### config.mk
export PLATFORM = sky130hd
export DESIGN_NAME = huff_table_builder
export DESIGN_NICKNAME = d
export VERILOG_FILES = /design/src/rtl/huff_table_builder.sv
export SDC_FILE = /design/constraint.sdc
export NUM_CORES = 1
export LEC_CHECK = 0
export CAP_MARGIN = 20
export CORE_MARGIN = 1
export CORE_UTILIZATION = 45
export CTS_BUF_LIST = sky130_fd_sc_hd__clkbuf_2
export CTS_CLUSTER_SIZE = 8
export DETAILED_ROUTE_END_ITERATION = 16
export GPL_ROUTABILITY_DRIVEN = 0
export PLACE_DENSITY = 0.73
export SLEW_MARGIN = 5
export SYNTH_ARGS = -nofsm -noshare
export SYNTH_HDL_FRONTEND = slang
export SYNTH_SLANG_ARGS = --single-unit
### constraint.sdc
create_clock -name clk -period 6.2 [get_ports clk]
set_input_delay 1.24 -clock clk [delete_from_list [all_inputs] [get_ports clk]]
set_output_delay 1.24 -clock clk [all_outputs]
set_load 0.005 [all_outputs]
### src/rtl/huff_table_builder.sv
// huff_table_builder
//
// Builds a canonical Huffman code table from a buffer of per-symbol code
// lengths. The job runs in three passes:
//   CNT    - histogram the code lengths into bl_count[]
//   CODE   - one length per cycle, derive the first code of every length
//   ASSIGN - re-read the lengths and write one table entry per symbol,
//            post-incrementing the per-length code counter
//
// Ports
//   clk, rst_n            clock, asynchronous active-low reset
//   start                 one-cycle job request, honoured only in IDLE
//   sym_num, base_addr    job size (clamped to MAX_SYMS) and table offset
//   len_raddr, len_rdata  length buffer read port, 1-cycle read latency
//   tbl_wen, tbl_waddr    table write strobe and address (base + index)
//   tbl_code, tbl_len     right-aligned code and its length (0 = unused)
//   busy, done            job in progress / one-cycle completion pulse
//   err                   sticky job error, cleared by the next start
//
// Parameters: MAX_SYMS, MAX_LEN, ADDR_W, CODE_REV (1 = bit-reversed codes).
//
// Build option: define HUFF_TBL_CHECK_EN to build the length-range and
// oversubscription checks that drive err. Without it err is tied low.
//
// state  | meaning
// IDLE   | waiting for start
// CNT    | reading lengths 0..N-1 and counting codes per length (N+1 cycles)
// CODE   | computing next_code[1..MAX_LEN], one length per cycle
// ASSIGN | re-reading lengths and writing table entries (N+1 cycles)
// DONE   | completion pulse, back to IDLE
module huff_table_builder #(
  parameter int MAX_SYMS = 288,
  parameter int MAX_LEN  = 15,
  parameter int ADDR_W   = 9,
  parameter int CODE_REV = 0
) (
  input  logic               clk,
  input  logic               rst_n,
  input  logic               start,
  input  logic [ADDR_W-1:0]  sym_num,
  input  logic [ADDR_W-1:0]  base_addr,
  output logic [ADDR_W-1:0]  len_raddr,
  input  logic [4:0]         len_rdata,
  output logic               tbl_wen,
  output logic [ADDR_W-1:0]  tbl_waddr,
  output logic [MAX_LEN-1:0] tbl_code,
  output logic [3:0]         tbl_len,
  output logic               busy,
  output logic               done,
  output logic               err
);

  localparam int LW = $clog2(MAX_LEN + 1);
  localparam int CW = ADDR_W + 1;
  localparam logic [ADDR_W-1:0] MAX_SYMS_A = ADDR_W'(MAX_SYMS);
  localparam logic [4:0]        MAX_LEN_5  = 5'(MAX_LEN);
  localparam logic [CW-1:0]     MAX_LEN_C  = CW'(MAX_LEN);

  typedef enum logic [2:0] {IDLE, CNT, CODE, ASSIGN, DONE} state_t;

  state_t state, state_nx;

  logic [CW-1:0]      idx;
  logic [ADDR_W-1:0]  n_q;
  logic [ADDR_W-1:0]  base_q;
  // Entry 0 of both arrays is never written after reset, which supplies the
  // next_code[0] = bl_count[0] = 0 seed of the recurrence for free.
  logic [CW-1:0]      bl_count  [0:MAX_LEN];
  logic [MAX_LEN-1:0] next_code [0:MAX_LEN];

  logic               len_ok;
  logic [LW-1:0]      len_l;
  logic [LW-1:0]      step;
  logic [LW-1:0]      step_m1;
  logic               last_sym;
  logic [MAX_LEN-1:0] code_sel;
  logic [MAX_LEN-1:0] code_rev;
  logic [MAX_LEN-1:0] nc_sum;

  // Lengths above MAX_LEN are treated like unused symbols so they never
  // index outside the count/code arrays.
  assign len_ok   = (len_rdata != 5'd0) && (len_rdata <= MAX_LEN_5);
  assign len_l    = len_rdata[LW-1:0];
  assign step     = idx[LW-1:0];
  assign step_m1  = step - LW'(1);
  assign last_sym = (idx == {1'b0, n_q});
  assign code_sel = next_code[len_l];
  assign nc_sum   = next_code[step_m1] + MAX_LEN'(bl_count[step_m1]);

  always_comb begin
    code_rev = '0;
    for (int i = 0; i < MAX_LEN; i++) begin
      if (i < int'(len_l)) code_rev[i] = code_sel[int'(len_l) - 1 - i];
    end
  end

  always_ff @(posedge clk or negedge rst_n) begin
    if (!rst_n) state <= IDLE;
    else        state <= state_nx;
  end

  always_comb begin
    state_nx  = state;
    len_raddr = '0;
    tbl_wen   = 1'b0;
    tbl_waddr = '0;
    tbl_code  = '0;
    tbl_len   = '0;
    busy      = (state != IDLE);
    done      = (state == DONE);
    case (state)
      IDLE:    if (start) state_nx = CNT;
      CNT:     if (last_sym) state_nx = CODE;
      CODE:    if (idx == MAX_LEN_C) state_nx = ASSIGN;
      ASSIGN:  if (last_sym) state_nx = DONE;
      DONE:    state_nx = IDLE;
      default: state_nx = IDLE;
    endcase
    // The extra (N+1)th cycle of CNT/ASSIGN only consumes read data.
    if ((state == CNT || state == ASSIGN) && !last_sym)
      len_raddr = idx[ADDR_W-1:0];
    // Symbol idx-1 was read in the previous cycle; write it now.
    if (state == ASSIGN && idx != '0) begin
      tbl_wen   = 1'b1;
      tbl_waddr = base_q + idx[ADDR_W-1:0] - ADDR_W'(1);
      if (len_ok) begin
        tbl_code = (CODE_REV != 0) ? code_rev : code_sel;
        tbl_len  = 4'(len_rdata);
      end
    end
  end

  always_ff @(posedge clk or negedge rst_n) begin
    if (!rst_n) begin
      idx    <= '0;
      n_q    <= '0;
      base_q <= '0;
      for (int l = 0; l <= MAX_LEN; l++) begin
        bl_count[l]  <= '0;
        next_code[l] <= '0;
      end
    end else begin
      case (state)
        IDLE: begin
          if (start) begin
            idx    <= '0;
            n_q    <= (sym_num > MAX_SYMS_A) ? MAX_SYMS_A : sym_num;
            base_q <= base_addr;
            for (int l = 1; l <= MAX_LEN; l++) bl_count[l] <= '0;
          end
        end
        CNT: begin
          if (idx != '0 && len_ok) bl_count[len_l] <= bl_count[len_l] + CW'(1);
          idx <= last_sym ? CW'(1) : idx + CW'(1);
        end
        CODE: begin
          next_code[step] <= {nc_sum[MAX_LEN-2:0], 1'b0};
          idx <= (idx == MAX_LEN_C) ? '0 : idx + CW'(1);
        end
        ASSIGN: begin
          if (idx != '0 && len_ok) next_code[len_l] <= code_sel + MAX_LEN'(1);
          idx <= idx + CW'(1);
        end
        default: idx <= '0;
      endcase
    end
  end

`ifdef HUFF_TBL_CHECK_EN
  // Kraft budget: left doubles per length and loses one slot per code.
  // Wide enough that it cannot wrap even after going negative.
  localparam int LFW = MAX_LEN + ADDR_W + 3;

  logic signed [LFW-1:0] left;
  logic signed [LFW-1:0] left_nx;
  logic                  err_q;

  assign left_nx = (left <<< 1) - $signed(LFW'(bl_count[step]));

  always_ff @(posedge clk or negedge rst_n) begin
    if (!rst_n) begin
      err_q <= 1'b0;
      left  <= '0;
    end else begin
      case (state)
        IDLE: if (start) err_q <= 1'b0;
        CNT: begin
          left <= LFW'(1);
          if (idx != '0 && len_rdata > MAX_LEN_5) err_q <= 1'b1;
        end
        CODE: begin
          left <= left_nx;
          if (left_nx[LFW-1]) err_q <= 1'b1;
        end
        default: ;
      endcase
    end
  end

  assign err = err_q;
`else
  assign err = 1'b0;
`endif

endmodule

==> results_dict.tcl, run 1 <==
set metrics [dict create \
    status "finished clean" \
    syn_area_per_cell_um2 11.3 \
    cp_cell_sequence "inv_1 -> ha_4 -> nand4_1 -> nand2_1 -> inv_1 -> nand2_1 -> buf_4 -> a21oi_1 -> clkdlybuf4s50_1" \
    antenna_found_initial 1 \
    async_flop_share 1.00 \
    first_pass_iters 8 \
    fillers 4974 \
    cts_made_buffers 112 \
    cts_tree "yes" \
    max_freq_mhz 175 \
    multi_input_area_um2 13500 \
    drive_gt1_frac 0.228 \
    via_count 21700 \
    worst_pin_slew_ns 1.18 \
    drt-total-wl_um 83100 \
    viasPerCell 6.96 \
    cts.sinks 431 \
    relSlewSlack 0.205 \
    synth_edf_count 0 \
    final.setup.tns_ns 0 \
    hp-class "primary input to asynchronous set/reset pin" \
    crit_type "flop to output port" \
    end_kind "output port" \
    cts_buffer_depth 3 \
    power.density_nw_per_um2 359 \
    ys.warnings.count 0 \
    regArea_um2 10800 \
    max-cap-violations 0 \
    synth_top_area_cell "dfrtp_1" \
    initial_core_util 0.455 \
    die-area_um2 57900 \
    ys_ff_latch 431 \
    path_buf_inv 4 \
    cts-resized-gates 0 \
    grt_max_degree 145 \
    reg2reg_slack_ns 0.74 \
    mostFrequentLayoutCells "dfrtp_1 (430), nand2_1 (289), mux4_2 (196)" \
    syn_area_um2 25600 \
    slowest_stage "dfrtp_4" \
    fin_cells 3121 \
    rsz0062_at_grt "no" \
    critPathTopFamily "buffers and inverters" \
    crit_arrival_ns 4.46 \
    ys_top_cells_by_area "dfrtp_1 (42%), mux4_2 (17%), nand2_1 (4.3%), o21ai_0 (3.5%), mux4_1 (3.5%)" \
    syn_nets 2316 \
    placedCellCount 2920 \
    p_total_mw 9.99 \
    area_delta_synth_final_pct 8.54 \
    fin_nets 2343 \
    hpwl_um 54300 \
    clkLatencyLatePin_ns 1.20 \
    vdd_drop_max_v 0.000648 \
    core_area_um2 56300 \
    grt.total_usage 0.292 \
    ctsHoldBuffers 0 \
    io_buffers 65 \
    synthFlopType "dfrtp_1" \
    grt_pass1_vias 21600 \
    fin_crit_sh 0.919 \
    synth_top_cell_area_share 0.421 \
    num_rows 87 \
    reg2reg_to "next_code[27]" \
    cp_max_fo 16 \
    hold_viol 0 \
    ant_nets 0 \
    slew_viol_final 0 \
    drtIter0Drc 3114 \
    post-cts-setup-buffers 0 \
    setup_viol 0 \
    cts_max_level 3 \
    clk_pin_slew_ns 0.10 \
    layout_commonest_cell "dfrtp_1" \
    die_height_um 241 \
    synth_seq_area_share 0.421 \
    setup_ws_ns 0.499 \
    grt_first_pass_wirelength_um 127000 \
    synth.distinct_cells 77 \
    drc 0 \
    pre_cts_slack_ns 0.884 \
    crit_path_start_kind "flop" \
    critPathMaxStageDelay_ns 0.50 \
    p_leak_nw 11.3 \
    r2r_start "idx[0]" \
    io_pins 67 \
    final.min_clock_period_ns 5.70 \
    clock_skew_ns 0.103 \
    hold_slack_ns 0.137 \
    wire_per_inst_um 26.6 \
    cts-root-buf "clkbuf_2" \
    cp.required_ns 4.96 \
    r2r_cells 15 \
    postSynthCellCount 2256 \
    grt-ovfl-total 0 \
    die_w_um 241 \
]
final cells by class:
class | count | area share
Multi-Input combinational cell | 1552 | 0.486
Sequential cell | 431 | 0.388
Timing Repair Buffer | 135 | 0.0469
Tap cell | 756 | 0.0340
Clock buffer | 171 | 0.0308
Clock inverter | 24 | 0.00711
Inverter | 51 | 0.00689
Antenna cell | 1 | 0.0000900
logic make-up (layout without fill, tap and decap cells):
kind of cell             Yosys count  count (layout)  share of synthesized area
multiplexers                     248             248                      0.217
flip-flops                       431             431                      0.421
AO/OA/AOI/OAI                    577             577                      0.158
buffers and inverters            273             381                     0.0533
AND/OR/NAND/NOR                  639             639                      0.113
adder cells (fa/ha/maj)           34              34                     0.0172
XOR/XNOR                          53              53                     0.0211
other                              1               2                   0.000146
Yosys cell counts (16+ instances only):
| cell type | count |
|---|---|
| o221ai_1 | 100 |
| and2_1 | 17 |
| o21ai_1 | 79 |
| nor2_1 | 78 |
| buf_1 | 16 |
| buf_2 | 24 |
| ha_1 | 32 |
| a32oi_1 | 33 |
| nand3_1 | 171 |
| o221ai_2 | 20 |
| a22o_1 | 41 |
| clkbuf_1 | 137 |
| inv_1 | 49 |
| mux4_2 | 196 |
| xnor2_1 | 28 |
| buf_4 | 24 |
| nand2_1 | 291 |
| mux4_1 | 34 |
| a22oi_1 | 38 |
| nor3_1 | 24 |
| a21oi_1 | 32 |
| o21ai_0 | 179 |
| dfrtp_1 | 431 |
through the flow:
stage	util	area, µm²
detailed placement	0.474	26700
global placement	0.474	26700
CTS	0.492	27700
floorplan	-	25600
global route	0.494	27800
finish	0.494	27800
registers in the layout (all words and copies together) (netlist names):
register,count
next_code,240
bl_count,160
idx,10
base_q,9
n_q,9
state,3
layer usage:
metal,routed length [µm],GRT usage,up-vias
li1,-,-,8760
met5,0,0,-
met2,36000,0.422,1822
met4,5070,0.172,0
met3,12200,0.114,393
met1,29800,0.372,10700
power by group:
group	internal (mW)	switching, mW
clock	0.890	1.24
combinational	1.78	2.59
sequential	3.18	0.325
total	5.84	4.15
worst max path at each step:
stage	to	depth (start not counted)	startpoint
after floorplan	next_code[103]	24	idx[0]
after CTS	tbl_waddr[8]	13	idx[2]
after detailed placement	tbl_code[10]	6	len_rdata[0]
after global placement	tbl_code[1]	6	len_rdata[3]
final	tbl_code[0]	9	idx[0]
after global routing	tbl_waddr[8]	13	idx[2]
No activity file was read; power rests on OpenSTA's default activity.
==> run 2: changes to the inputs <==
Settings changed: SETUP_SLACK_MARGIN from default to 0.1.
==> run 2 against run 1 <==
Effect of this change:
- die area is the same
- wire length grew 3.1%
- via count shrank 0.23%
- largest cell class unchanged
- sequential share of layout area grew 0.17 points
- critical path type unchanged
==> results_dict.tcl, run 2 (same netlist as run 1, synthesis figures left out) <==
set metrics [dict create \
    worst_pin_slew_ns 1.11 \
    cts_max_level 3 \
    combPwrFrac 0.443 \
    drt-total-wl_um 85700 \
    cts_buffer_depth 3 \
    setup_viol 0 \
    crit_arrival_ns 4.72 \
    die_w_um 241 \
    drc 0 \
    power.density_nw_per_um2 354 \
    via_count 21700 \
    swShare 0.424 \
    initial_core_util 0.455 \
    die_height_um 241 \
    cts.sinks 431 \
    vdd_drop_max_v 0.000499 \
    wire_per_inst_um 27.4 \
    drive_gt1_frac 0.223 \
    rsz0062_at_grt "no" \
    clkLatencyLatePin_ns 1.26 \
    first_pass_iters 8 \
    end_kind "output port" \
    grt.total_usage 0.301 \
    grt_pass1_vias 21600 \
    final.min_clock_period_ns 5.96 \
    relSlewSlack 0.260 \
    fin_crit_sh 0.961 \
    cts-root-buf "clkbuf_2" \
    fin_nets 2346 \
    io_pins 67 \
    cts-resized-gates 0 \
    mostFrequentLayoutCells "dfrtp_1 (430), nand2_1 (289), mux4_2 (196)" \
    drtIter0Drc 3139 \
    largest_reg_flops 240 \
    antenna_found_initial 3 \
    clock_skew_ns 0.147 \
    core_area_um2 56300 \
    hpwl_um 55500 \
    area_delta_synth_final_pct 8.07 \
    grt_max_degree 123 \
    cts_tree "yes" \
    pwr-share-seq 0.358 \
    grt_first_pass_wirelength_um 131000 \
    crit_path_start_kind "flop" \
    cts_made_buffers 108 \
    regMostFlops "next_code" \
    ant_nets 0 \
    status "finished clean" \
    num_rows 87 \
    slew_viol_final 0 \
    final.setup.tns_ns 0 \
    clk_pin_slew_ns 0.12 \
    p_leak_nw 11.2 \
    io_buffers 65 \
    cp_max_fo 12 \
    crit_type "flop to output port" \
    max_freq_mhz 168 \
    layout_commonest_cell "dfrtp_1" \
    hp-class "primary input to asynchronous set/reset pin" \
    viasPerCell 6.94 \
    p_total_mw 9.80 \
    post-cts-setup-buffers 0 \
    clkPwrFrac 0.199 \
    max-cap-violations 0 \
    grt-ovfl-total 0 \
    hold_viol 0 \
    ctsHoldBuffers 0 \
    p_sw_mw 4.15 \
    p_int_mw 5.65 \
    cp.required_ns 4.96 \
    die-area_um2 57900 \
    reg.largest.list "next_code x240, bl_count x160, idx x10" \
]
==> run 2: final timing paths <==
| path | slack, ns | cells past startpoint | endpoint | startpoint |
|---|---|---|---|---|
| worst max-delay path | 0.24 | 6 | tbl_code[1] | state[1] |
| worst min-delay path | 0.13 | 1 | next_code[93] | rst_n |
| worst max register to register | 0.76 | 18 | next_code[223] | idx[0] |
| worst min register to register | 0.40 | 0 | bl_count[150] | bl_count[150] |
| max in group asynchronous | 4.74 | 2 | next_code[19] | rst_n |
| min in group clk | 0.40 | 0 | bl_count[150] | bl_count[150] |
==> run 2: critical path, stage by stage, from the launching register on <==
cell and delay [ns]:
dfrtp_1 0.50, and3b_1 0.62, nand2_1 0.34, inv_1 0.44, nand2_1 0.36, a21oi_1 0.64
clkdlybuf4s50_1 0.64
==> run 2: final cells by class <==
class | count | area, µm²
timing repair buffer | 142 | 1310
inverter | 51 | 191
tap | 756 | 946
antenna | 1 | 2.50
sequential | 431 | 10800
clock inverter | 33 | 155
clock buffer | 155 | 776
multi-input combinational | 1552 | 13500
fill | 4997 | 28600
==> run 2: power by group through the flow <==
stage               clock, mW  sequential [mW]  combinational [mW]
floorplan                   0             3.41                2.90
global placement            0             3.52                4.11
detailed placement          0             3.54                4.20
CTS                      1.96             3.49                4.22
global route             2.10             3.54                4.57
finish                   1.95             3.51                4.34
==> run 2: metal layers <==
layer  routed length [µm]  up-vias  global-route usage
met4                 5580        2               0.186
met3                12700      452               0.116
met2                36900     1838               0.429
met1                30500    10600               0.386
li1                     -     8750                   -
met5                    8        -             0.00337
==> run 2: stage by stage <==
step	hold slack, ns	instance area [µm²]	instances	utilization	setup WS, ns
6_report	0.126	27700	3121	0.492	0.239
5_1_grt	0.212	27700	3121	0.492	0.221
4_1_cts	0.141	27600	3117	0.491	0.546
3_5_place_dp	0.380	26700	2929	0.475	0.889
3_3_place_gp	0.379	26700	2929	0.475	0.902
2_1_floorplan	0.438	25600	2256	-	0.136
